==> src/rtl/codificador_7a3.sv <==
// codificador_7a3: registered 7-to-3 priority encoder
// with request-present and multiple-request flags.
module codificador_7a3 (
  input  logic       clk,
  input  logic       rst,
  input  logic [6:0] X,
  output logic [2:0] Salida,
  output logic       Valido,
  output logic       Error
);

  logic [2:0] w_code;
  logic       w_any;
  logic       w_multi;
  logic [6:0] w_low_clr;

  logic [2:0] r_code;
  logic       r_valid;
  logic       r_err;

  // Highest set line wins; code is line index plus one.
  always_comb begin
    w_code = 3'd0;
    priority case (1'b1)
      X[6]:    w_code = 3'd7;
      X[5]:    w_code = 3'd6;
      X[4]:    w_code = 3'd5;
      X[3]:    w_code = 3'd4;
      X[2]:    w_code = 3'd3;
      X[1]:    w_code = 3'd2;
      X[0]:    w_code = 3'd1;
      default: w_code = 3'd0;
    endcase
  end

  // Clearing the lowest set bit leaves something
  // only when two or more lines are active.
  assign w_low_clr = X & (X - 7'd1);
  assign w_any     = |X;
  assign w_multi   = |w_low_clr;

  // All three outputs captured from the same sample.
  always_ff @(posedge clk or posedge rst) begin
    if (rst) begin
      r_code  <= 3'd0;
      r_valid <= 1'b0;
      r_err   <= 1'b0;
    end else begin
      r_code  <= w_code;
      r_valid <= w_any;
      r_err   <= w_multi;
    end
  end

  assign Salida = r_code;
  assign Valido = r_valid;
  assign Error  = r_err;

endmodule

==> config.mk <==
export PLATFORM = sky130hd
export DESIGN_NAME = codificador_7a3
export DESIGN_NICKNAME = d
export VERILOG_FILES = /design/src/rtl/codificador_7a3.sv
export SDC_FILE = /design/constraint.sdc
export NUM_CORES = 1
export LEC_CHECK = 0
export BUFFER_PORTS_ARGS = -buffer_cell sky130_fd_sc_hd__buf_2
export CAP_MARGIN = 20
export CORE_AREA = 2 2 39 41
export CTS_BUF_LIST = sky130_fd_sc_hd__clkbuf_2
export DETAILED_ROUTE_END_ITERATION = 8
export DIE_AREA = 0 0 41 43
export PLACE_DENSITY = 0.38
export SLEW_MARGIN = 20
export SYNTH_ARGS = -nofsm -noshare
export SYNTH_HDL_FRONTEND = slang
export SYNTH_SLANG_ARGS = --single-unit
==> constraint.sdc <==
create_clock -name clk -period 1.06 [get_ports clk]
set_input_delay 0.159 -clock clk [delete_from_list [all_inputs] [get_ports clk]]
set_output_delay 0.159 -clock clk [all_outputs]
set_load 0.1 [all_outputs]
==> impl_summary.txt, run 1 <==
----------------------------------------------------
[Status]
  Outcome ... finished clean

[Worst setup path]
  Slowest stage cell on the critical path ... dfrtp_1
  Category of the worst setup path capture point ... output port
  Bufs and invs on worst path ... 1
  Launching element of the worst setup path ... Valido
  Arr. time, crit path ... 770 ps
  Gate family responsible for the most delay along the worst path ... flip-flops
  Worst stage delay on the critical path ... 390 ps
  Depth of the critical timing path with buffers and inverters included ... 1
  Crit path cell chain ... buf_12
  Startpoint kind of the worst setup timing path ... register
  Worst Path Max Fanout ... 1
  WS Path Type ... register to output port
  Capturing element of the worst setup path ... Valido
  Required time reported for the critical path endpoint ... 900 ps

[Logic synthesis]
  Number of nets in the synthesized netlist ... 36
  Area fraction in and, or, nand and nor cells after synthesis ... 0.310
  Flops & latches, synth ... 5
  Post-synthesis adder-cell area fraction ... 0
  Dominant combinational cell family by area after synthesis ... simple AND/OR/NAND/NOR gates
  Library cells used by synthesis ... 17
  Share of the synthesized area in compound gates (AO/OA/AOI/OAI) ... 0.152
  Sequential cell area fraction in the yosys report ... 0.508
  Yosys synthesis warning count ... 0
  Mean post-synth cell area ... 9.13 um2
  Summed instance area of the synthesized netlist ... 246 um2
  Mux share of post-synthesis cell area ... 0
  Fraction of synthesized cell area in xor and xnor cells ... 0
  Gate count of the mapped netlist ... 27

[Global route]
  GRT Residual Overflow ... 0
  Antenna violations before repair ... 0
  Met2 usage in global routing ... 0.116
  Busiest grt layer ... met2
  Met3 usage in global routing ... 0.0471
  Pin count of the biggest net entering global routing ... 6
  Number of global-route vias before repair ... 252
  All-Layer GR Usage ... 0.0828
  Global-route wire length before repair ... 869 um
  Met1 Usage GRT ... 0.0689

[Hold path]
  Start point of the worst min-delay path ... X[5]
  Cell depth of the worst hold path ... 2
  Type of the worst min-delay path ... input pin to register

[Drt]
  Detailed Route WL ... 531 um
  Post-detailed-route count of antenna-violating nets ... 0
  Detailed Route Iter0 Violations ... 3
  Drt first pass iters ... 2
  Ratio of routed vias to standard cells ... 4.23
  Via total after detailed routing ... 258
  Post-route DRC violation count ... 0
  Wire length per cell after detailed routing ... 8.70 um

[Power and ir drop]
  Net Switching ... 0.164 mW
  Seq pwr share ... 0.396
  Share of power burned in combinational logic ... 0.280
  Max IR drop VDD ... 255 uV
  Power per Cell Area ... 1180 mW/mm2
  Cell Int Power ... 0.352 mW
  Leakage power figure ... 0.197 nW
  Sw Share ... 0.319
  Clk network pwr share ... 0.324

[Clocking]
  CTS Root Cell ... clkbuf_2
  Number of clock sinks ... 5
  Clock tree from TritonCTS ... built
  Clock-pin slew on the worst setup and hold paths ... 50 ps
  Number of gates resized after CTS ... 0
  Post-CTS Repair Setup Buffers ... 0
  H-tree depth ... 1
  Total CTS buffers ... 3
  Bufs on Longest Clock Path ... 2

[Job]
  Number of maximum-capacitance violations ... 0

[Floorplanning]
  Die X-Extent ... 41 um
  Placeable Area ... 0.00138 mm2
  Number of placement rows ... 14
  Die footprint ... 0.00176 mm2
  Starting density of the core ... 0.178
  DIE HEIGHT ... 43 um
  Number of placed I/O pins ... 14

[Layout]
  Finished Core Util ... 0.316
  Final nets ... 55
  Layout overhead on the synthesized area ... 77.2%
  Non-filler instance count after layout ... 61
  Layout cells sized above 1 ... 0.444
  Number of diodes added for antenna fixing ... 0
  Fill cell count ... 155

[STA]
  Final cycle utilization of the critical path ... 0.879
  Post-layout minimum cycle time ... 932 ps
  Slew HR ... 0.783
  Final worst hold slack ... 209 ps
  Setup repair after global routing missed its margin ... no
  Total negative slack ... 0 ps
  Pin slew with the least headroom to its limit ... 322 ps
  Final number of hold-violating endpoints ... 0
  Max Clock Freq ... 1070 MHz
  Setup violation total in the final timing report ... 0
  Number of max-slew violations in the final report ... 0

[Placed design]
  Count of buffers from port buffering ... 13
  Number of instances in the placed design ... 56
  Placer congestion estimate ... 0.686

----------------------------------------------------
power groups by stage:
stage | sequential [mW] | combinational [mW] | clock, mW
after global routing | 0.204 | 0.154 | 0.205
after floorplan | 0.257 | 0.0254 | 0
after detailed placement | 0.207 | 0.142 | 0
after global placement | 0.207 | 0.140 | 0
final | 0.204 | 0.145 | 0.167
after CTS | 0.204 | 0.146 | 0.176
metrics by stage:
step	setup WS (ps)	instance area (um2)	power, mW
finish	128	437	0.516
global route	72.9	437	0.563
CTS	110	437	0.526
detailed placement	14.1	407	0.350
global placement	40.8	407	0.348
floorplan	17.7	246	0.282
cells in the mapped netlist:
library cell  n  area share
o31ai_1       1       0.030
inv_1         2       0.030
a21oi_1       1       0.020
dfrtp_1       5        0.51
nand2_1       2       0.030
nand2_2       1       0.025
o21ai_1       2       0.041
nor2_2        1       0.025
nand3_1       1       0.020
nor2_1        4       0.061
o21bai_1      1       0.030
a22oi_1       1       0.030
nor3_1        1       0.020
or4_1         1       0.030
nor2_4        1       0.046
nand2b_1      1       0.025
nor4_1        1       0.025
worst min-delay path by stage:
stage,to,slack (ps)
global route,Salida[0],180
detailed placement,Error,50
CTS,Salida[0],200
finish,Salida[0],210
global placement,Error,60
floorplan,Error,-60
flip-flops by register name, indices dropped and copies added (netlist names):
register  cells
Error         1
Salida        3
Valido        1
layout by cell type (no fill, tap or decap):
master         count
buf_2              8
dfrtp_1            5
buf_12             5
nor2_1             4
clkbuf_2           4
inv_1              2
o21ai_1            2
nand2_1            2
nor2_4             1
o31ai_1            1
nand2b_1           1
a21oi_1            1
o21bai_1           1
nor2_2             1
nand2_2            1
or4_1              1
nor4_1             1
nor3_1             1
nand3_1            1
a22oi_1            1
dlygate4sd3_1      1
metal layers:
layer / routed length (um) / part of all wire
met1: 183 / 0.34
met4: 0 / 0
met2: 278 / 0.52
met3: 69 / 0.13
met5: 0 / 0
layout make-up:
type / count / area (um2) / area share
repair buffers: 14 / 150 / 0.344
clock buffers: 4 / 20.0 / 0.0458
inverters: 2 / 7.51 / 0.0172
flip-flops and latches: 5 / 125 / 0.287
multi-input cells: 20 / 114 / 0.261
well taps: 16 / 20.0 / 0.0458
cell families after synthesis:
kind of cell,after synthesis
AND/OR/NAND/NOR,14
AO/OA/AOI/OAI,6
flip-flops,5
buffers and inverters,2
repair_timing:
| item | CTS | global route |
|---|---|---|
| hold buffers | 1 | 0 |
| endpoints found under the setup margin | 0 | 0 |
| endpoints found under the hold margin | 5 | 0 |
Note: power is estimated with default switching activity, not from simulation.
==> run 2: changes to the inputs <==
==> constraint.sdc (replaced) <==
create_clock -name clk -period 0.9 [get_ports clk]
set_input_delay 0.135 -clock clk [delete_from_list [all_inputs] [get_ports clk]]
set_output_delay 0.135 -clock clk [all_outputs]
set_load 0.1 [all_outputs]
==> impl_summary.txt, run 2 (synthesis results as in run 1) <==
----------------------------------------------------
[Status]
  Outcome ... finished with violations
  Failing checks ... setup timing

[Clocking]
  Number of gates resized after CTS ... 0
  Clock-pin slew on the worst setup and hold paths ... 50 ps
  Clock tree from TritonCTS ... built
  Bufs on Longest Clock Path ... 2
  H-tree depth ... 1
  CTS Root Cell ... clkbuf_2
  Total CTS buffers ... 3
  Number of clock sinks ... 5

[Layout]
  Layout overhead on the synthesized area ... 98.0%
  Top library cells by usage in the layout, fill and taps aside ... 8 x buf_2, 6 x buf_4, 5 x dfrtp_2, 5 x buf_12
  Non-filler instance count after layout ... 67
  Largest register FFs ... 3
  Number of diodes added for antenna fixing ... 0
  Leading cell type in the layout, fill and taps excluded ... buf_2
  Layout cells sized above 1 ... 0.608
  Final nets ... 61

[STA]
  Final number of hold-violating endpoints ... 0
  Slew HR ... 0.765
  Setup repair after global routing missed its margin ... yes
  Final cycle utilization of the critical path ... 1.02
  Max Clock Freq ... 1090 MHz
  Post-layout minimum cycle time ... 916 ps
  Number of max-slew violations in the final report ... 0
  Pin slew with the least headroom to its limit ... 350 ps
  Setup violation total in the final timing report ... 5
  Setup WS post-layout ... -16.3 ps
  Final worst hold slack ... 149 ps

[Floorplanning]
  Number of placed I/O pins ... 14
  Die footprint ... 0.00176 mm2
  Number of placement rows ... 14
  Starting density of the core ... 0.178
  DIE HEIGHT ... 43 um
  Die X-Extent ... 41 um
  Placeable Area ... 0.00138 mm2

[Worst setup path]
  Gate family responsible for the most delay along the worst path ... flip-flops
  Crit path cell chain ... buf_12
  Bufs and invs on worst path ... 1
  Arr. time, crit path ... 780 ps
  Required time reported for the critical path endpoint ... 760 ps
  Slowest stage cell on the critical path ... dfrtp_2
  WS Path Type ... register to output port
  Category of the worst setup path capture point ... output port
  Startpoint kind of the worst setup timing path ... register
  Worst stage delay on the critical path ... 410 ps
  Worst Path Max Fanout ... 1

[Global route]
  GRT Residual Overflow ... 0
  All-Layer GR Usage ... 0.0959
  Antenna violations before repair ... 0
  Pin count of the biggest net entering global routing ... 6
  Global-route wire length before repair ... 1.07 mm
  Number of global-route vias before repair ... 280

[Hold path]
  Type of the worst min-delay path ... input pin to register

[Power and ir drop]
  Max IR drop VDD ... 368 uV
  Power per Cell Area ... 1300 mW/mm2
  Pwr Total ... 0.635 mW
  Leakage power figure ... 0.224 nW

[Drt]
  Post-route DRC violation count ... 0
  Detailed Route WL ... 671 um
  Detailed Route Iter0 Violations ... 6
  Wire length per cell after detailed routing ... 10.0 um
  Via total after detailed routing ... 282
  Ratio of routed vias to standard cells ... 4.21
  Drt first pass iters ... 2
  Post-detailed-route count of antenna-violating nets ... 0

[Job]
  Number of maximum-capacitance violations ... 0

[Placed design]
  Placer congestion estimate ... 0.701
  Number of instances in the placed design ... 62
  Count of buffers from port buffering ... 13
  Detail Placement HPWL ... 561 um

----------------------------------------------------
## run 2: cell count changes in the layout (fill, tap and decap cells not counted)
cell	change
buf_4	+6
dfrtp_1	-5
dfrtp_2	+5
## run 2: final cells by class
cell class | count | area [um2]
fillers | 138 | 896
repair buffers | 20 | 195
flip-flops and latches | 5 | 131
multi-input cells | 20 | 114
clock buffers | 4 | 20.0
well taps | 16 | 20.0
inverters | 2 | 7.51
## run 2: timing repair
| item | CTS | global route |
|---|---|---|
| hold buffers | 1 | 0 |
| gates cloned | 0 | 0 |
| hold endpoints to repair | 5 | 0 |
| setup endpoints to repair | 5 | 5 |
| buffers inserted | 0 | 0 |
## run 2: through the flow
stage | instance area (um2) | worst slack, ps | setup TNS [ps] | utilization
after global routing | 488 | -61.7 | -285 | 0.353
after global placement | 458 | -87.7 | -177 | 0.331
after detailed placement | 458 | -145 | -255 | 0.331
after floorplan | 253 | 81.2 | 0 | -
final | 488 | -16.3 | -76.9 | 0.353
after CTS | 488 | -40.7 | -186 | 0.353
## run 2: routing by layer
metal / share of wire / global-route usage
met5: 0 / 0
met4: 0 / 0.100
met3: 0.11 / 0.0314
met2: 0.51 / 0.144
met1: 0.38 / 0.0915
## run 2: worst paths after layout
| check | from | slack, ps | endpoint | depth (start not counted) |
|---|---|---|---|---|
| worst max-delay path | Salida[2] | -20 | Salida[2] | 1 |
| max in group asynchronous | rst | 370 | Valido | 3 |
| min in group asynchronous | rst | 360 | Salida[0] | 3 |
| worst min-delay path | X[0] | 150 | Valido | 2 |
## run 2: where the power goes
group          internal, mW  switching [mW]  leakage (nW)
registers             0.235         0.00674        0.0453
logic                0.0795           0.115         0.162
clock network         0.118          0.0815        0.0166
total                 0.432           0.203         0.224
==> run 3: changes to the inputs <==
--- a/config.mk
+++ b/config.mk
@@ -7,11 +7,14 @@
 export LEC_CHECK = 0
 export BUFFER_PORTS_ARGS = -buffer_cell sky130_fd_sc_hd__buf_2
 export CAP_MARGIN = 20
+export CELL_PAD_IN_SITES_DETAIL_PLACEMENT = 1
+export CELL_PAD_IN_SITES_GLOBAL_PLACEMENT = 1
 export CORE_AREA = 2 2 39 41
 export CTS_BUF_LIST = sky130_fd_sc_hd__clkbuf_2
+export CTS_CLUSTER_DIAMETER = 80
 export DETAILED_ROUTE_END_ITERATION = 8
 export DIE_AREA = 0 0 41 43
-export PLACE_DENSITY = 0.38
+export PLACE_DENSITY = 0.5
 export SLEW_MARGIN = 20
 export SYNTH_ARGS = -nofsm -noshare
 export SYNTH_HDL_FRONTEND = slang
==> impl_summary.txt, run 3 (synthesis results as in run 1) <==
----------------------------------------------------
[Status]
  Outcome ... finished with violations
  Failing checks ... setup timing

[Worst setup path]
  Worst Path Max Fanout ... 1
  Slowest stage cell on the critical path ... dfrtp_2
  Launching element of the worst setup path ... Salida[2]
  Startpoint kind of the worst setup timing path ... register
  Gate family responsible for the most delay along the worst path ... flip-flops
  Category of the worst setup path capture point ... output port
  Worst stage delay on the critical path ... 410 ps
  Crit path cell chain ... buf_12
  Required time reported for the critical path endpoint ... 760 ps
  Arr. time, crit path ... 790 ps
  Bufs and invs on worst path ... 1
  WS Path Type ... register to output port
  Depth of the critical timing path with buffers and inverters included ... 1
  Capturing element of the worst setup path ... Salida[2]

[Layout]
  Final nets ... 59
  Leading cell type in the layout, fill and taps excluded ... buf_2
  Top library cells by usage in the layout, fill and taps aside ... 8 x buf_2, 5 x dfrtp_2, 5 x buf_12
  Layout cells sized above 1 ... 0.592
  Largest register FFs ... 3
  Finished Core Util ... 0.342
  Non-filler instance count after layout ... 65
  Final design instance area without fill ... 473 um2
  Number of diodes added for antenna fixing ... 0
  Layout overhead on the synthesized area ... 91.9%

[STA]
  Final number of hold-violating endpoints ... 0
  Total negative slack ... -90.7 ps
  Final cycle utilization of the critical path ... 1.02
  Slew HR ... 0.794
  Max Clock Freq ... 1090 MHz
  Setup repair after global routing missed its margin ... yes
  Setup WS post-layout ... -21.2 ps
  Number of max-slew violations in the final report ... 0
  Pin slew with the least headroom to its limit ... 307 ps
  Setup violation total in the final timing report ... 5
  Post-layout minimum cycle time ... 921 ps

[Power and ir drop]
  Share of power burned in combinational logic ... 0.296
  Pwr Total ... 0.629 mW
  Leakage power figure ... 0.214 nW
  Net Switching ... 0.202 mW
  Clk network pwr share ... 0.319
  Power per Cell Area ... 1330 mW/mm2
  Sw Share ... 0.321
  Cell Int Power ... 0.427 mW
  Seq pwr share ... 0.385
  Max IR drop VDD ... 335 uV

[Clocking]
  Bufs on Longest Clock Path ... 2
  Number of gates resized after CTS ... 0
  Total CTS buffers ... 3
  Post-CTS Repair Setup Buffers ... 0
  H-tree depth ... 1
  Clock-pin slew on the worst setup and hold paths ... 50 ps
  CTS Root Cell ... clkbuf_2
  Number of clock sinks ... 5
  Clock tree from TritonCTS ... built

[Hold path]
  Cell depth of the worst hold path ... 2
  Type of the worst min-delay path ... input pin to register

[Floorplanning]
  Starting density of the core ... 0.178
  Number of placement rows ... 14
  DIE HEIGHT ... 43 um
  Die footprint ... 0.00176 mm2
  Die X-Extent ... 41 um
  Number of placed I/O pins ... 14
  Placeable Area ... 0.00138 mm2

[Drt]
  Post-detailed-route count of antenna-violating nets ... 0
  Post-route DRC violation count ... 0
  Drt first pass iters ... 1
  Via total after detailed routing ... 282
  Wire length per cell after detailed routing ... 10.5 um
  Detailed Route Iter0 Violations ... 0
  Ratio of routed vias to standard cells ... 4.34
  Detailed Route WL ... 682 um

[Placed design]
  Count of buffers from port buffering ... 13
  Detail Placement HPWL ... 641 um
  Placer congestion estimate ... 0.740
  Total cell area at the placement stage ... 443 um2
  Number of instances in the placed design ... 60

[Global route]
  Antenna violations before repair ... 0
  All-Layer GR Usage ... 0.0967
  Global-route wire length before repair ... 1.08 mm
  GRT Residual Overflow ... 0
  Pin count of the biggest net entering global routing ... 6
  Number of global-route vias before repair ... 276

[Job]
  Number of maximum-capacitance violations ... 0

----------------------------------------------------
## run 3: cell type report
type                       count  area, um2
clock buffer                   4       20.0
fill                         175        911
inverter                       2       7.51
multi-input combinational     20        114
sequential                     5        131
tap                           16       20.0
timing repair buffer          18        180
## run 3: what timing repair did
item | CTS | global route
endpoints found under the hold margin | 5 | 0
endpoints found under the setup margin | 5 | 5
hold buffers | 1 | 0
## run 3: how the worst min path moves through the flow
| stage | slack [ps] | endpoint | from |
|---|---|---|---|
| CTS | 130 | Valido | X[0] |
| floorplan | -90 | Error | rst |
| detailed placement | 40 | Salida[0] | rst |
| global route | 140 | Valido | X[0] |
| global placement | 30 | Salida[0] | rst |
| finish | 150 | Valido | X[0] |
## run 3: power groups by stage
stage                     combinational [mW]  sequential [mW]  clock (mW)
after floorplan                       0.0299            0.304           0
after global placement                 0.180            0.246           0
after detailed placement               0.185            0.246           0
after CTS                              0.189            0.242       0.213
after global routing                   0.198            0.242       0.232
final                                  0.186            0.242       0.200
## run 3: per-stage QoR
step / hold slack, ps / setup WS, ps
final: 147 / -21.2
after global routing: 139 / -67.0
after CTS: 133 / -45.8
after detailed placement: 39.8 / -111
after global placement: 32.9 / -85.8
after floorplan: -86.4 / 81.2
## run 3: layer usage
metal	global-route usage	up-vias	share of wire
li1	-	137	-
met1	0.0779	135	0.32
met2	0.169	10	0.60
met3	0.0314	0	0.081
met4	0.0800	0	0
met5	0	-	0
